===== config.mk =====
export PLATFORM = sky130hd
export DESIGN_NAME = ysyx_22041071_mem_stage_flat
export DESIGN_NICKNAME = d
export VERILOG_FILES = /design/src/rtl/ysyx_22041071_mem_stage_pkg.sv /design/src/rtl/ysyx_22041071_mem_stage_if.sv /design/src/rtl/ysyx_22041071_mem_stage_lsu_align.sv /design/src/rtl/ysyx_22041071_mem_stage.sv /design/src/flat_wrapper.sv
export SDC_FILE = /design/constraint.sdc
export NUM_CORES = 1
export LEC_CHECK = 0
export BUFFER_PORTS_ARGS = -buffer_cell sky130_fd_sc_hd__buf_2
export CELL_PAD_IN_SITES_DETAIL_PLACEMENT = 0
export CELL_PAD_IN_SITES_GLOBAL_PLACEMENT = 2
export CORE_MARGIN = 3
export CORE_UTILIZATION = 31
export DETAILED_ROUTE_END_ITERATION = 8
export HOLD_SLACK_MARGIN = 0.15
export PLACE_DENSITY = 0.83
export SLEW_MARGIN = 20
export SYNTH_ARGS = -nofsm -noshare
export SYNTH_HDL_FRONTEND = slang
export SYNTH_HIERARCHICAL = 1
export SYNTH_SLANG_ARGS = --single-unit

===== constraint.sdc =====
create_clock -name clk -period 3.4 [get_ports clk]
set_input_delay 0.17 -clock clk [delete_from_list [all_inputs] [get_ports clk]]
set_output_delay 0.17 -clock clk [all_outputs]
set_load 0.005 [all_outputs]

===== src/rtl/ysyx_22041071_mem_stage_pkg.sv =====
// Shared constants, FSM states and the WB-entry record for the MEM stage.
package ysyx_22041071_mem_stage_pkg;

  localparam int unsigned ADDR_W = 64;
  localparam int unsigned DATA_W = 64;
  localparam int unsigned INS_W  = 32;

  localparam logic [6:0] OPC_LOAD  = 7'b0000011;
  localparam logic [6:0] OPC_STORE = 7'b0100011;

  // funct3 access-size codes; bit 2 selects zero-extension for loads
  localparam logic [2:0] F3_B  = 3'd0;
  localparam logic [2:0] F3_H  = 3'd1;
  localparam logic [2:0] F3_W  = 3'd2;
  localparam logic [2:0] F3_D  = 3'd3;
  localparam logic [2:0] F3_BU = 3'd4;
  localparam logic [2:0] F3_HU = 3'd5;
  localparam logic [2:0] F3_WU = 3'd6;

  typedef enum logic [1:0] {
    ST_IDLE   = 2'd0,
    ST_ACCESS = 2'd1,
    ST_HOLD   = 2'd2
  } mem_state_e;

  typedef struct packed {
    logic [ADDR_W-1:0] pc;
    logic [INS_W-1:0]  ins;
    logic              reg_w_en;
    logic [4:0]        rdest;
    logic [DATA_W-1:0] data;
  } wb_entry_t;

  function automatic logic [7:0] size_mask(input logic [1:0] size);
    case (size)
      2'd0:    return 8'h01;
      2'd1:    return 8'h03;
      2'd2:    return 8'h0F;
      default: return 8'hFF;
    endcase
  endfunction

  function automatic logic is_misaligned(input logic [1:0] size, input logic [2:0] off);
    case (size)
      2'd0:    return 1'b0;
      2'd1:    return off[0];
      2'd2:    return |off[1:0];
      default: return |off;
    endcase
  endfunction

endpackage


===== src/rtl/ysyx_22041071_mem_stage_if.sv =====
// Data-memory req/ack bus between the MEM stage (master) and memory (slave).
interface ysyx_22041071_mem_stage_if;
  logic        dmem_req;
  logic        dmem_we;
  logic [63:0] dmem_addr;
  logic [63:0] dmem_wdata;
  logic [7:0]  dmem_wmask;
  logic        dmem_ack;
  logic [63:0] dmem_rdata;

  modport master (
    output dmem_req, dmem_we, dmem_addr, dmem_wdata, dmem_wmask,
    input  dmem_ack, dmem_rdata
  );

  modport slave (
    input  dmem_req, dmem_we, dmem_addr, dmem_wdata, dmem_wmask,
    output dmem_ack, dmem_rdata
  );
endinterface


===== src/rtl/ysyx_22041071_mem_stage_lsu_align.sv =====
// Combinational lane logic: store mask/data shift into the doubleword, load extract + extend.
module ysyx_22041071_lsu_align
  import ysyx_22041071_mem_stage_pkg::*;
(
  input  logic [2:0]  funct3_i,
  input  logic [2:0]  offset_i,
  input  logic [63:0] store_data_i,
  input  logic [63:0] rdata_i,
  output logic [7:0]  wmask_o,
  output logic [63:0] wdata_o,
  output logic [63:0] load_data_o
);

  logic [63:0] shifted;

  always_comb begin
    // bytes pushed past lane 7 simply fall off the 8-bit mask / 64-bit data
    wmask_o = size_mask(funct3_i[1:0]) << offset_i;
    wdata_o = store_data_i << {offset_i, 3'b000};
    shifted = rdata_i >> {offset_i, 3'b000};
    case (funct3_i)
      F3_B:    load_data_o = {{56{shifted[7]}},  shifted[7:0]};
      F3_H:    load_data_o = {{48{shifted[15]}}, shifted[15:0]};
      F3_W:    load_data_o = {{32{shifted[31]}}, shifted[31:0]};
      F3_BU:   load_data_o = {56'd0, shifted[7:0]};
      F3_HU:   load_data_o = {48'd0, shifted[15:0]};
      F3_WU:   load_data_o = {32'd0, shifted[31:0]};
      default: load_data_o = shifted;
    endcase
  end

endmodule


===== src/rtl/ysyx_22041071_mem_stage.sv =====
// MEM pipeline stage: EX->MEM (valid5/ready5), dmem req/ack bus, MEM->WB register (valid6/ready6).
// Optional YSYX_22041071_MISALIGN_TRAP_EN adds mem_misalign and suppresses misaligned accesses.
module ysyx_22041071_mem_stage
  import ysyx_22041071_mem_stage_pkg::*;
(
  input  logic        clk,
  input  logic        reset,
  input  logic        valid5,
  output logic        ready5,
  input  logic [63:0] PC5,
  input  logic [31:0] Ins4,
  input  logic        MEM_W_en3,
  input  logic        WB_sel3,
  input  logic        reg_w_en3,
  input  logic [4:0]  rdest2,
  input  logic [63:0] rt_data2,
  input  logic [63:0] ALU_result1,
  ysyx_22041071_mem_stage_if.master dmem,
  output logic        valid6,
  input  logic        ready6,
  output logic [63:0] PC6,
  output logic [31:0] Ins5,
  output logic        reg_w_en6,
  output logic [4:0]  rdest6,
  output logic [63:0] WB_data
`ifdef YSYX_22041071_MISALIGN_TRAP_EN
  ,
  output logic        mem_misalign
`endif
);

  mem_state_e  state_q, state_d;

  // request captured on IDLE->ACCESS so the bus stays stable for the whole access
  logic [63:0] req_addr_q;
  logic        req_we_q;
  logic [2:0]  req_f3_q;
  logic [63:0] req_sdata_q;
  logic [63:0] hold_q;

  wb_entry_t   out_q, out_d;
  logic        valid6_q;

  logic        mem_op, slot_free, in_access;
  logic        req_latch, hold_we;
  logic [7:0]  al_wmask;
  logic [63:0] al_wdata, al_load, sel_data;

`ifdef YSYX_22041071_MISALIGN_TRAP_EN
  logic        mis_q, mis_d;
`endif

  ysyx_22041071_lsu_align u_align (
    .funct3_i     (req_f3_q),
    .offset_i     (req_addr_q[2:0]),
    .store_data_i (req_sdata_q),
    .rdata_i      (dmem.dmem_rdata),
    .wmask_o      (al_wmask),
    .wdata_o      (al_wdata),
    .load_data_o  (al_load)
  );

  always_comb begin
    mem_op    = valid5 & ((Ins4[6:0] == OPC_LOAD) | MEM_W_en3);
    slot_free = ~valid6_q | ready6;
    sel_data  = WB_sel3 ? al_load : ALU_result1;

    state_d   = state_q;
    ready5    = 1'b0;
    req_latch = 1'b0;
    hold_we   = 1'b0;
    out_d     = '{pc: PC5, ins: Ins4, reg_w_en: reg_w_en3, rdest: rdest2, data: sel_data};
`ifdef YSYX_22041071_MISALIGN_TRAP_EN
    mis_d     = 1'b0;
`endif

    case (state_q)
      ST_IDLE: begin
        if (valid5 && slot_free) begin
          if (!mem_op) begin
            ready5     = 1'b1;
            out_d.data = ALU_result1;
          end else begin
`ifdef YSYX_22041071_MISALIGN_TRAP_EN
            if (is_misaligned(Ins4[13:12], ALU_result1[2:0])) begin
              ready5         = 1'b1;
              out_d.data     = '0;
              out_d.reg_w_en = 1'b0;
              mis_d          = 1'b1;
            end else begin
              req_latch = 1'b1;
              state_d   = ST_ACCESS;
            end
`else
            req_latch = 1'b1;
            state_d   = ST_ACCESS;
`endif
          end
        end
      end
      ST_ACCESS: begin
        if (dmem.dmem_ack) begin
          if (slot_free) begin
            ready5  = 1'b1;
            state_d = ST_IDLE;
          end else begin
            hold_we = 1'b1;
            state_d = ST_HOLD;
          end
        end
      end
      ST_HOLD: begin
        if (slot_free) begin
          ready5     = 1'b1;
          out_d.data = hold_q;
          state_d    = ST_IDLE;
        end
      end
      default: state_d = ST_IDLE;
    endcase
  end

  always_comb begin
    in_access       = (state_q == ST_ACCESS);
    dmem.dmem_req   = in_access;
    dmem.dmem_we    = in_access & req_we_q;
    dmem.dmem_addr  = in_access ? req_addr_q : '0;
    dmem.dmem_wmask = (in_access && req_we_q) ? al_wmask : '0;
    dmem.dmem_wdata = (in_access && req_we_q) ? al_wdata : '0;
  end

  always_ff @(posedge clk) begin
    if (reset) begin
      state_q     <= ST_IDLE;
      req_addr_q  <= '0;
      req_we_q    <= 1'b0;
      req_f3_q    <= '0;
      req_sdata_q <= '0;
      hold_q      <= '0;
      out_q       <= '0;
      valid6_q    <= 1'b0;
`ifdef YSYX_22041071_MISALIGN_TRAP_EN
      mis_q       <= 1'b0;
`endif
    end else begin
      state_q <= state_d;
      if (req_latch) begin
        req_addr_q  <= ALU_result1;
        req_we_q    <= MEM_W_en3;
        req_f3_q    <= Ins4[14:12];
        req_sdata_q <= rt_data2;
      end
      if (hold_we) hold_q <= sel_data;
      // a drain and a new acceptance in the same cycle simply overwrite the slot
      if (ready5) begin
        out_q    <= out_d;
        valid6_q <= 1'b1;
`ifdef YSYX_22041071_MISALIGN_TRAP_EN
        mis_q    <= mis_d;
`endif
      end else if (ready6) begin
        valid6_q <= 1'b0;
      end
    end
  end

  always_comb begin
    valid6    = valid6_q;
    PC6       = out_q.pc;
    Ins5      = out_q.ins;
    reg_w_en6 = out_q.reg_w_en;
    rdest6    = out_q.rdest;
    WB_data   = out_q.data;
`ifdef YSYX_22041071_MISALIGN_TRAP_EN
    mem_misalign = mis_q;
`endif
  end

endmodule


===== src/flat_wrapper.sv =====
// flat-port wrapper written by rule: the top's interface ports become plain ports
module ysyx_22041071_mem_stage_flat import ysyx_22041071_mem_stage_pkg::*;
  (clk, reset, valid5, ready5, PC5, Ins4, MEM_W_en3, WB_sel3, reg_w_en3, rdest2, rt_data2, ALU_result1, valid6, ready6, PC6, Ins5, reg_w_en6, rdest6, WB_data, dmem_dmem_req, dmem_dmem_we, dmem_dmem_addr, dmem_dmem_wdata, dmem_dmem_wmask, dmem_dmem_ack, dmem_dmem_rdata);
  ysyx_22041071_mem_stage_if dmem_i ();
  input  logic clk;
  input  logic reset;
  input  logic valid5;
  output logic ready5;
  input  logic [63:0] PC5;
  input  logic [31:0] Ins4;
  input  logic MEM_W_en3;
  input  logic WB_sel3;
  input  logic reg_w_en3;
  input  logic [4:0] rdest2;
  input  logic [63:0] rt_data2;
  input  logic [63:0] ALU_result1;
  output logic valid6;
  input  logic ready6;
  output logic [63:0] PC6;
  output logic [31:0] Ins5;
  output logic reg_w_en6;
  output logic [4:0] rdest6;
  output logic [63:0] WB_data;
  output wire logic [$bits(dmem_i.dmem_req)-1:0] dmem_dmem_req;
  output wire logic [$bits(dmem_i.dmem_we)-1:0] dmem_dmem_we;
  output wire logic [$bits(dmem_i.dmem_addr)-1:0] dmem_dmem_addr;
  output wire logic [$bits(dmem_i.dmem_wdata)-1:0] dmem_dmem_wdata;
  output wire logic [$bits(dmem_i.dmem_wmask)-1:0] dmem_dmem_wmask;
  input wire logic [$bits(dmem_i.dmem_ack)-1:0] dmem_dmem_ack;
  input wire logic [$bits(dmem_i.dmem_rdata)-1:0] dmem_dmem_rdata;
  assign dmem_dmem_req = dmem_i.dmem_req;
  assign dmem_dmem_we = dmem_i.dmem_we;
  assign dmem_dmem_addr = dmem_i.dmem_addr;
  assign dmem_dmem_wdata = dmem_i.dmem_wdata;
  assign dmem_dmem_wmask = dmem_i.dmem_wmask;
  assign dmem_i.dmem_ack = dmem_dmem_ack;
  assign dmem_i.dmem_rdata = dmem_dmem_rdata;
  ysyx_22041071_mem_stage u_core (.clk(clk), .reset(reset), .valid5(valid5), .ready5(ready5), .PC5(PC5), .Ins4(Ins4), .MEM_W_en3(MEM_W_en3), .WB_sel3(WB_sel3), .reg_w_en3(reg_w_en3), .rdest2(rdest2), .rt_data2(rt_data2), .ALU_result1(ALU_result1), .dmem(dmem_i), .valid6(valid6), .ready6(ready6), .PC6(PC6), .Ins5(Ins5), .reg_w_en6(reg_w_en6), .rdest6(rdest6), .WB_data(WB_data));
endmodule

# Word level (Yosys, flattened, before mapping)
# Cells that the tools add are included.
dict set report classes {
  muxes 29
  n_eq_ne 14
  n_reduce_logical 7
  n_bitwise 5
  n_shift 3
}
# op n
set op_table {}
lappend op_table {{$mux 64} 6}
lappend op_table {{$pmux 64 s6} 1}
lappend op_table {{$pmux 64 s2} 1}
lappend op_table {{$shl 64x6->64} 1}
lappend op_table {{$shr 64x6->64} 1}
lappend op_table {{$pmux 8 s3} 1}
lappend op_table {{$mux 1} 12}
lappend op_table {{$mux 2} 5}
lappend op_table {{$eq 3x3->1 const B} 3}
lappend op_table {{$mux 8} 1}
lappend op_table {{$ne 2x1->1 const B} 4}
lappend op_table {{$shl 8x3->8} 1}
lappend op_table {{$eq 7x2->1 const B} 1}
lappend op_table {{$pmux 2 s3} 1}
lappend op_table {{$eq 2x1->1 const B} 2}
lappend op_table {{$eq 2x2->1 const B} 2}
lappend op_table {{$logic_not 2->1} 2}
lappend op_table {{$reduce_and 4->1} 1}
lappend op_table {{$eq 3x1->1 const B} 1}
lappend op_table {{$eq 3x2->1 const B} 1}
lappend op_table {{$logic_not 3->1} 1}
lappend op_table {{$pmux 1 s3} 1}
lappend op_table {{$and 1x1->1} 2}
lappend op_table {{$logic_and 1x1->1} 2}
lappend op_table {{other kinds (3)} 4}
dict set report word_totals {
  out_inout_bits 306
  elab_cells 70
  register_bits 365
}

# Logic depth before layout (Yosys ltp)
dict set report depth {
  word_depth 7
  ltp_mapped 11
  mapped_depth_nobuf 7
}

# Hierarchy
# Netlist, hierarchy kept.
# module instances cells_each area_each_um2
set by_module_without_submodules {}
lappend by_module_without_submodules {ysyx_22041071_mem_stage 1 2061 16066.7}
lappend by_module_without_submodules {ysyx_22041071_lsu_align 1 583 4413.0}

# Least setup slack after synthesis
# OpenSTA, ideal clock, no wires.
dict set report synth_timing {
  path_type {flip-flop to flip-flop}
  startpoint {register u_core.req_addr_q[1]}
  endpoint {register u_core.out_q (netlist bit u_core/WB_data[46])}
  path_buffers 3
  arrival_time_ns 2.085
  synth_period_minus_slack_ns 2.231
  setup_ns 0.146
  required_time_ns 3.254
  path_stages_with_launch 11
  slack_ns 1.169
  path_cell_list {dfxtp_1 buf_6 mux2_2 nor2b_1 nand4b_1 buf_4 buf_6 nand4_1 mux2_2 a221oi_1 a211oi_2}
}
dict set report synth_via {
  elab_chain_len 6
  elab_cells_between_ends 7
  cone_classes {shift (1); mux (6)}
}
# item line_no
set synth_lines {}
lappend synth_lines {{start, declared} ysyx_22041071_mem_stage.sv:35} ;# logic [63:0] req_addr_q;
lappend synth_lines {{start signal, assigned} ysyx_22041071_mem_stage.sv:148} ;# req_addr_q <= ALU_result1;
lappend synth_lines {{$shr 64x6->64 (*)} ysyx_22041071_mem_stage_lsu_align.sv:20} ;# shifted = rdata_i >> {offset_i, 3'b000};
lappend synth_lines {{$pmux 64 s6 (*)} ysyx_22041071_mem_stage_lsu_align.sv:21} ;# case (funct3_i)
lappend synth_lines {{via u_core.al_load[46]} ysyx_22041071_mem_stage.sv:47} ;# logic [63:0] al_wdata, al_load, sel_data;
lappend synth_lines {{$mux 64 (*)} ysyx_22041071_mem_stage.sv:66} ;# sel_data = WB_sel3 ? al_load : ALU_result1;
lappend synth_lines {{$mux 64} ysyx_22041071_mem_stage.sv:80} ;# if (!mem_op) begin
lappend synth_lines {{$mux 64} ysyx_22041071_mem_stage.sv:79} ;# if (valid5 && slot_free) begin
lappend synth_lines {{$pmux 64 s2 (*)} ysyx_22041071_mem_stage.sv:77} ;# case (state_q)
lappend synth_lines {{end signal, assigned} ysyx_22041071_mem_stage.sv:156} ;# out_q <= out_d;
lappend synth_lines {{end, declared} ysyx_22041071_mem_stage.sv:41} ;# wb_entry_t out_q, out_d;
# Mark *: on every way through the listed nets, which the timed path passes. The rest lies on a longest branch.
# A chain may end at the register's enable or synchronous reset.

# Worst setup path after layout
dict set report layout_timing {
  startpoint {register u_core.req_addr_q[1]}
  endpoint {output port dmem_dmem_wdata[63]}
}
dict set report layout_via {
  elab_chain_len 2
}
# item line_no
set layout_lines {}
lappend layout_lines {{$shl 64x6->64} ysyx_22041071_mem_stage_lsu_align.sv:19} ;# wdata_o = store_data_i << {offset_i, 3'b000};
lappend layout_lines {{via u_core.al_wdata[63]} ysyx_22041071_mem_stage.sv:47}
lappend layout_lines {{$mux 64} ysyx_22041071_mem_stage.sv:129} ;# dmem.dmem_wdata = (in_access && req_we_q) ? al_wdata : '0;
lappend layout_lines {{end, declared} flat_wrapper.sv:27} ;# output wire logic [$bits(dmem_i.dmem_wdata)-1:0] dmem_dmem_wdata;
# The timed path passes the listed nets, and every way through them passes these cells.

==> flow_metrics.py <==
metrics = {
    "worst_setup_path": {
        "r2r_setup_slack_ps": 380,
        "critPathSlowestCell": "buf_6",
        "critical_path_class": "reg -> out",
        "startpoint_type": "flip-flop",
        "critPathMaxStageDelay_ps": 490,
        "critPathCaptureType": "output pin",
        "path_delay_family": "buffers and inverters",
        "worst-path-buf-inv": 2,
        "critPathArrivalTime_ps": 2960,
        "crit_required_ps": 3230,
        "crit_fanout": 56,
        "worstPathCellList": "buf_6 -> mux2_2 -> o21ai_0 -> mux2i_1 -> and3_1 -> buf_2",
    },
    "timing": {
        "final.min_clock_period_ps": 3130,
        "fin_crit_sh_pct": 91.9,
        "max_freq_mhz": 320,
        "hold_viol": 0,
        "holdWs_ps": 285,
        "drv_slew": 0,
        "worst_pin_slew_ps": 1020,
        "slew_headroom_pct": 31.7,
        "fin_skew_ps": 44.6,
        "finalSetupViolCount": 0,
        "tns_ps": 0,
        "rsz0062_at_grt": "false",
    },
    "yosys": {
        "synth.most_common_cell": "nand2_1",
        "syn_area_mm2": 0.0205,
        "synth_cell_types": 53,
        "yosys_warnings": 6,
        "synth-seq-cells": 365,
        "synth_top_family_by_area": "simple AND/OR/NAND/NOR gates",
        "synth_fa_ha_area_share_pct": 0,
        "syn_inst": 2644,
        "synth_top_area_share_pct": 35.7,
        "synthXorXnorAreaFrac_pct": 0,
        "netlist_top_cells_count": "585 x nand2_1, 365 x dfxtp_1, 320 x nor2_1",
        "synth_ff_type": "dfxtp_1",
        "syn_area_per_cell_um2": 7.75,
        "yosys.area.top_type": "dfxtp_1",
        "seq_area_frac_synth_pct": 35.7,
        "yosys-top-cells-area": "dfxtp_1 36%, nand2_1 11%, a21oi_1 6.5%",
        "synth-simple-area-share_pct": 25.1,
        "synthMuxAreaShare_pct": 13.9,
        "synth_edf_count": 0,
        "synth_compound_area_share_pct": 18.6,
        "synth_fp_nets": 2945,
        "async_flop_share_pct": 0,
    },
    "drt": {
        "drc_errors": 0,
        "drt_iter0_drc": 1751,
        "vias_per_cell": 5.28,
        "detail_route.first_pass.iterations": 6,
        "antenna_left": 0,
        "vias": 22400,
        "wire_per_inst_um": 21.4,
        "wl_mm": 90.7,
    },
    "floorplanning": {
        "coreArea_mm2": 0.0649,
        "rows": 93,
        "die_w_um": 263,
        "die-height_um": 263,
        "io_pins": 607,
        "initial_core_util_pct": 31.5,
        "dieArea_mm2": 0.0692,
    },
    "clock_tree": {
        "root_buffer": "clkbuf_16",
        "cts_buffers": 46,
        "cts_sinks": 365,
        "tritoncts": "done",
        "clk_pin_slew_ps": 60,
        "insertion_delay_ps": 600,
        "h-tree-depth": 2,
        "ctsLongestPathBuffers": 3,
    },
    "grt": {
        "grt_pass1_wl_mm": 137,
        "grt_pass1_vias": 22200,
        "overflow": 0,
        "grt_max_degree": 168,
        "grt_use_total_pct": 24.9,
        "antenna_found_initial": 16,
    },
    "outcome": {
        "status": "finished, final reports clean",
    },
    "power": {
        "p_sw_uw": 3680,
        "vdd_drop_max_mv": 0.358,
        "powerDensity_mw_per_mm2": 434,
        "pwr-share-comb_pct": 21.5,
        "fin_total_pwr_uw": 12200,
        "p_int_uw": 8540,
        "power_leakage_uw": 0.0119,
        "clockPowerShare_pct": 39.9,
        "swShare_pct": 30.1,
        "p_seq_share_pct": 38.5,
    },
    "place": {
        "gp_congestion": 0.901,
        "portBuffers": 606,
        "dp.cells": 3891,
        "place_hpwl_mm": 62.9,
    },
    "final_layout": {
        "fin_util_pct": 43.3,
        "finalNonFillerCells": 4249,
        "area_growth_pct": 37.3,
        "nNetsFinal": 3651,
        "layout-drive-gt1-share_pct": 27.0,
    },
    "job": {
        "max_cap_viol_count": 0,
    },
    "min_path": {
        "hp-class": "in -> reg",
    },
}
[worst register-to-register path: cells and delay by family, from the launching register on]
family / cells / cell delay [ps]
flops: 1 / 470
compound gates: 4 / 940
buf+inv: 1 / 250
simple gates: 1 / 440
mux: 2 / 760
[sequential cells by signal, summed over array words and instances (netlist names), 2 cells and up]
register            count
u_core/PC6             64
u_core/WB_data         64
u_core/hold_q          64
u_core/req_addr_q      64
u_core/req_sdata_q     64
u_core/Ins5            32
u_core/rdest6           5
u_core/req_f3_q         3
u_core/state_q          2
[worst paths after layout]
check	endpoint	start	cells past startpoint
setup / recovery	dmem_dmem_wdata[63]	u_core/req_addr_q[1]	6
hold / removal	u_core/hold_q[61]	dmem_dmem_rdata[61]	6
setup reg to reg	u_core/WB_data[48]	u_core/req_addr_q[1]	8
hold reg to reg	u_core/Ins5[4]	u_core/Ins5[4]	2
[layout make-up]
cell class | count | area (um^2)
diodes | 11 | 27.5
clock buffers | 71 | 1360
flip-flops and latches | 365 | 7320
repair buffers | 924 | 6340
inverters | 3 | 18.8
multi-input cells | 2010 | 11900
clock inverters | 10 | 115
fillers | 6614 | 36800
well taps | 855 | 1070
[power by group through the flow]
stage          sequential [uW]  combinational (uW)  clock [uW]
2_1_floorplan             4740                1480           0
3_3_place_gp              4790                2320           0
3_5_place_dp              4790                2360           0
4_1_cts                   4700                2610        5010
5_1_grt                   4730                2860        5160
6_report                  4710                2630        4880
[per-layer routing]
layer	track usage (%)	share of wire [%]	vias to the layer above
met4	7.78	3.1	10
li1	-	-	10600
met3	5.77	8.0	148
met2	41.0	47	936
met1	32.4	42	10800
met5	0	0.060	-
[placed cells by master (no fill, tap or decap), drive strengths merged, types with 43 or more instances in the layout]
master | synthesis | final
buf | 138 | 658
nand2 | 585 | 585
dfxtp | 365 | 365
nor2 | 321 | 321
dlygate4sd3 | 0 | 266
a21oi | 265 | 265
mux2i | 127 | 127
mux2 | 96 | 96
and2 | 74 | 74
and3 | 73 | 73
clkbuf | 128 | 71
nor3 | 68 | 68
a211oi | 67 | 67
a31oi | 64 | 64
a221oi | 64 | 64
o21ai | 43 | 43
[cells by family after synthesis]
logic type             count (synthesis)
DFF                                  365
and+or+nand+nor                     1195
AOI/OAI and AO/OA                    570
buffers and inverters                269
muxes                                245
[what timing repair did]
item / 4_1_cts / 5_1_grt
gates resized for setup: 1 / 3
setup endpoints to repair: 2 / 3
endpoints found under the hold margin: 365 / 0
setup buffers: 0 / 0
pin swaps: 0 / 0
cloned: 0 / 0
hold buffers: 266 / 0
[through the flow]
step / setup slack [ps] / instance area [um^2]
5_1_grt: 29.6 / 28100
6_report: 274 / 28100
3_3_place_gp: 448 / 23900
2_1_floorplan: 1170 / 20500
3_5_place_dp: 370 / 23900
4_1_cts: 82.1 / 28100
(Power assumes the default switching activity.)
